$ cat config.mk
export PLATFORM = sky130hd
export DESIGN_NAME = gpio_change_capture
export DESIGN_NICKNAME = d
export VERILOG_FILES = /design/src/rtl/gpio_change_capture.sv
export SDC_FILE = /design/constraint.sdc
export NUM_CORES = 1
export LEC_CHECK = 0
export CORE_MARGIN = 2
export CORE_UTILIZATION = 40
export DETAILED_ROUTE_END_ITERATION = 8
export MAX_ROUTING_LAYER = met4
export SYNTH_ARGS = -nofsm -noshare
export SYNTH_HDL_FRONTEND = slang
export SYNTH_SLANG_ARGS = --single-unit
$ cat constraint.sdc
create_clock -name clk -period 16.3 [get_ports clk]
set_clock_uncertainty 0.15 [all_clocks]
set_input_delay 3.26 -clock clk [delete_from_list [all_inputs] [get_ports clk]]
set_output_delay 3.26 -clock clk [all_outputs]
set_load 0.05 [all_outputs]
$ cat src/rtl/gpio_change_capture.sv
// gpio_change_capture: masked change detector on a GPIO sample stream.
// Changed samples are stamped with a free-running timestamp and queued in a
// circular FIFO that drains to an AXI-Stream master. Events arriving at a full
// FIFO are dropped and counted.
module gpio_change_capture #(
  parameter int unsigned DATA_W     = 32,
  parameter int unsigned TS_W       = 32,
  parameter int unsigned FIFO_DEPTH = 16
) (
  input  logic                          clk,
  input  logic                          rst_n,
  input  logic [DATA_W-1:0]             s_axis_tdata,
  input  logic                          s_axis_tvalid,
  output logic                          s_axis_tready,
  input  logic                          enable,
  input  logic [DATA_W-1:0]             mask,
  input  logic                          ovf_clear,
  output logic [TS_W+DATA_W-1:0]        m_axis_tdata,
  output logic                          m_axis_tvalid,
  input  logic                          m_axis_tready,
  output logic                          overflow,
  output logic [15:0]                   drop_count,
  output logic [$clog2(FIFO_DEPTH):0]   fifo_level
);

  localparam int unsigned AW       = $clog2(FIFO_DEPTH);
  localparam int unsigned EW       = TS_W + DATA_W;
  localparam logic [AW:0] FULL_LVL = (AW+1)'(FIFO_DEPTH);

  logic [TS_W-1:0]   r_ts;
  logic [DATA_W-1:0] r_prev;
  logic              r_primed;
  logic [EW-1:0]     r_mem [FIFO_DEPTH];
  logic [AW:0]       r_wptr;
  logic [AW:0]       r_rptr;
  logic              r_overflow;
  logic [15:0]       r_drop_count;

  logic [AW:0]       w_level;
  logic              w_full;
  logic              w_valid;
  logic              w_change;
  logic              w_push;
  logic              w_drop;
  logic              w_pop;

  // Pointers carry an extra wrap bit, so their difference is the occupancy.
  assign w_level  = r_wptr - r_rptr;
  assign w_full   = (w_level == FULL_LVL);
  assign w_valid  = (w_level != '0);
  assign w_change = s_axis_tvalid & enable & r_primed &
                    (|((s_axis_tdata ^ r_prev) & mask));
  // A full FIFO drops the event even if a pop frees a slot this cycle.
  assign w_push   = w_change & ~w_full;
  assign w_drop   = w_change & w_full;
  assign w_pop    = w_valid & m_axis_tready;

  assign s_axis_tready = 1'b1;
  assign m_axis_tvalid = w_valid;
  assign m_axis_tdata  = w_valid ? r_mem[r_rptr[AW-1:0]] : '0;
  assign overflow      = r_overflow;
  assign drop_count    = r_drop_count;
  assign fifo_level    = w_level;

  // Free-running timestamp, wraps naturally.
  always_ff @(posedge clk or negedge rst_n) begin
    if (!rst_n) begin
      r_ts <= '0;
    end else begin
      r_ts <= r_ts + TS_W'(1);
    end
  end

  // Reference sample tracking; enable low forces the next sample to re-prime.
  always_ff @(posedge clk or negedge rst_n) begin
    if (!rst_n) begin
      r_prev   <= '0;
      r_primed <= 1'b0;
    end else if (!enable) begin
      r_primed <= 1'b0;
    end else if (s_axis_tvalid) begin
      r_prev   <= s_axis_tdata;
      r_primed <= 1'b1;
    end
  end

  // Event storage; contents need no reset since the pointers gate validity.
  always_ff @(posedge clk) begin
    if (w_push) begin
      r_mem[r_wptr[AW-1:0]] <= {r_ts, s_axis_tdata};
    end
  end

  // Circular buffer read/write pointers.
  always_ff @(posedge clk or negedge rst_n) begin
    if (!rst_n) begin
      r_wptr <= '0;
      r_rptr <= '0;
    end else begin
      if (w_push) r_wptr <= r_wptr + (AW+1)'(1);
      if (w_pop)  r_rptr <= r_rptr + (AW+1)'(1);
    end
  end

  // Overflow bookkeeping; a drop in the clear cycle survives the clear.
  always_ff @(posedge clk or negedge rst_n) begin
    if (!rst_n) begin
      r_overflow   <= 1'b0;
      r_drop_count <= '0;
    end else if (ovf_clear) begin
      r_overflow   <= w_drop;
      r_drop_count <= w_drop ? 16'd1 : 16'd0;
    end else if (w_drop) begin
      r_overflow <= 1'b1;
      if (r_drop_count != '1) r_drop_count <= r_drop_count + 16'd1;
    end
  end

endmodule
==> run summary <==
Iteration-0 DRC count of the detailed router: 2,026
Syn Nets: 2,003
Layout cell share with drive strength beyond 1: 0.260
FF+latch count, synth: 1,116
Chip width: 334 um
CP Capture Type: output port
Leak pwr: 15.7 nW
Least-Margin Pin Slew: 1190 ps
Commonest cells in the netlist: 1,024 x edfxtp_1, 320 x mux4_2, 92 x dfrtp_1
Die Ht: 334 um
Final core utilization: 0.468
First-pass GRT wire length: 147,000 um
HP Class: register to register
CTS max path bufs: 3
Peak supply drop: 0.193 mV
Setup TNS: 0 ps
Largest net degree at the start of global routing: 78
Share of the synthesized area in the top cell type: 0.708
Slowest stage cell, crit path: dfrtp_4
Asr flop ratio synth: 0.0824
Synth Instances: 1,921
Final Setup Violations: 0
CP delay by family, top: buffers and inverters
Switch share: 0.329
Fin cells: 3,639
Psw: 2.80 mW
H-tree level count: 3
CP Class: register to output port
Area of the multi-input gates: 10,100 sq um
Crit path DAT: 5710 ps
Seq pwr share: 0.387
Max-cap violations: 0
HP Start: r_primed$_DFFE_PN0P_
Final Cycle Share: 0.560
Worst Hold End: r_primed$_DFFE_PN0P_
Reg2reg end: r_mem[12][27]$_DFFE_PP_
Crit path max fanout: 77
Via density: 5.57
Final wirelength: 99,800 um
RSZ-0062 raised after global routing: no
Final hold violation count: 0
Antenna violations before repair: 9
Worst slew margin: 0.204
Io pins: 158
Layout Nets: 2,220
CP Launch Type: register
Reg2Reg Setup Slack: 10,570 ps
Status: complete, no violations
Hold buffers post-CTS: 0
Inst Count DP: 3,429
Initial Utilization: 0.405
Worst-path clk slew: 60 ps
Internal power: 5.70 mW
Worst skew pair latency: 690 ps
Synth Cell Area: 43,400 sq um
Hold depth: 1
Synth area leaders: edfxtp_1 71%, mux4_2 17%, dfrtp_1 5.3%
Post-route ant nets: 0
Pins over their slew limit: 0
IO Port Bufs: 156
Drt wl/cell: 27.4 um
CP required: 12,890 ps
R2r worst-path depth: 10
Crit path cell chain: buf_4 > buf_4 > mux4_2 > mux4_2 > nor2b_1 > clkdlybuf4s50_1
Post_cts resized: 0
Seq/Total Area, Yosys: 0.761
Detailed placer's ending HPWL: 53,100 um
Worst r2r src: r_rptr[1]$_DFFE_PN0P_
Clock period minus worst slack: 9120 ps
Power Total: 8.51 mW
Fmax: 110 MHz
Sequential Area: 33,100 sq um
Total GRT Usage: 0.186
CTS Buf Count: 110
Met3 usage: 0.0262
Prevailing post-synth register cell: edfxtp_1
Clock Sinks: 1,116
DR pass1 iterations: 7
Filler cells: 8,667
Placeable Area: 107,000 sq um
Synth area leader: edfxtp_1
Avg Inst Size Synth: 22.6 sq um
Area delta synth->final: 15.8%
EDFF count, synth: 1,024
Rows: 120
Distinct cells, synth: 48
Total gr overflow: 0
Die area: 111,000 sq um
Met1 GRT Util: 0.255
Synth warn: 0
Vias in the first global route: 21,300
Gr busiest metal: met2
Postcts setup bufs: 0
Via Count: 20,300
Met2 GRT Util: 0.299
Combinational group share of total power: 0.328
Final Wtd Congestion: 0.755
WP buf/inv: 3
Clk root buf: clkbuf_16
TritonCTS clock tree: yes
DRC violations left: 0
Slowest stage delay, CP: 1040 ps
Power density cells: 169 nW/um^2
Top-count cell post-synth: edfxtp_1
Clk network pwr share: 0.285
-- power by group through the flow --
stage | sequential (mW) | clock (mW) | combinational [mW]
3_5_place_dp | 3.36 | 0 | 2.84
5_1_grt | 3.31 | 2.59 | 2.94
3_3_place_gp | 3.35 | 0 | 2.84
6_report | 3.29 | 2.43 | 2.79
4_1_cts | 3.30 | 2.48 | 2.85
2_1_floorplan | 3.26 | 0 | 2.03
-- cells by family (layout without fill, tap and decap cells) --
kind of cell | count (synthesis) | count (layout) | synth area share
fa+ha+maj | 12 | 12 | 0.00363
buf+inv | 106 | 418 | 0.0102
flops | 1116 | 1116 | 0.761
mux | 360 | 360 | 0.176
simple gates | 212 | 212 | 0.0270
xor+xnor | 76 | 76 | 0.0153
compound gates | 38 | 38 | 0.00637
other cells | 1 | 4 | 0.0000863
-- layout make-up --
class	instances	area share
flip-flops and latches	1116	0.658
multi-input cells	699	0.200
clock buffers	141	0.0581
repair buffers	196	0.0370
well taps	1403	0.0349
clock inverters	66	0.0108
inverters	15	0.00119
diodes	3	0.000149
-- flip-flops by register name, summed over array words and instances (netlist names) --
name and count:
overflow 1, r_mem 1024, r_primed 1, r_ts 32, r_prev 32, r_rptr 5
drop_count 16, r_wptr 5
-- layer usage --
layer | share of wire | vias to the layer above
met5 | 0 | -
met4 | 0.014 | 0
li1 | - | 8454
met3 | 0.056 | 110
met2 | 0.50 | 667
met1 | 0.43 | 11000
-- worst register-to-register path, cell delays in order, from the launching register on --
cell	delay [ps]
dfrtp_4	1040
inv_1	230
fa_1	480
a21o_1	170
a21oi_1	170
xnor2_1	160
a21bo_2	290
nor3b_2	560
nand2_1	370
nor2_4	850
buf_4	840
-- per-stage QoR --
stage	instance area (sq um)	setup slack [ps]	hold WS, ps
after global routing	50300	6780	354
after CTS	50300	7020	342
after floorplan	43400	6970	302
after global placement	46800	7790	319
after detailed placement	46800	7760	320
final	50300	7180	338
-- cell usage in the layout, fill, tap and decap left out, drive strengths merged, types with 2 or more instances in the layout --
cell type / Yosys / routed
o21ai: 3 / 3
a31o: 4 / 4
nand3: 17 / 17
nor4: 2 / 2
clkdlybuf4s50: 0 / 155
xnor2: 37 / 37
nand2: 33 / 33
nor2b: 73 / 73
inv: 15 / 18
nor3: 9 / 9
clkbuf: 51 / 141
nand2b: 7 / 7
a21oi: 7 / 7
and2: 2 / 2
mux4: 320 / 320
xor2: 39 / 39
bufinv: 0 / 6
nor2: 35 / 35
a22oi: 16 / 16
clkinvlp: 0 / 3
dfrtp: 92 / 92
ha: 11 / 11
buf: 40 / 41
and4: 2 / 2
a21bo: 2 / 2
and3: 10 / 10
diode: 0 / 3
clkinv: 0 / 54
edfxtp: 1024 / 1024
nand4: 17 / 17
mux2: 39 / 39
-- worst max-delay path by stage --
stage	start	end	slack [ps]	cells past startpoint
after global placement	r_rptr[0]$_DFFE_PN0P_	m_axis_tdata[63]	7790	6
final	r_rptr[1]$_DFFE_PN0P_	m_axis_tdata[5]	7180	6
after detailed placement	r_rptr[0]$_DFFE_PN0P_	m_axis_tdata[1]	7760	6
after global routing	r_rptr[0]$_DFFE_PN0P_	m_axis_tdata[1]	6780	6
after floorplan	s_axis_tdata[10]	r_mem[3][0]$_DFFE_PP_	6970	7
after CTS	r_rptr[0]$_DFFE_PN0P_	m_axis_tdata[1]	7020	6
No activity file was read; power rests on OpenSTA's default activity.
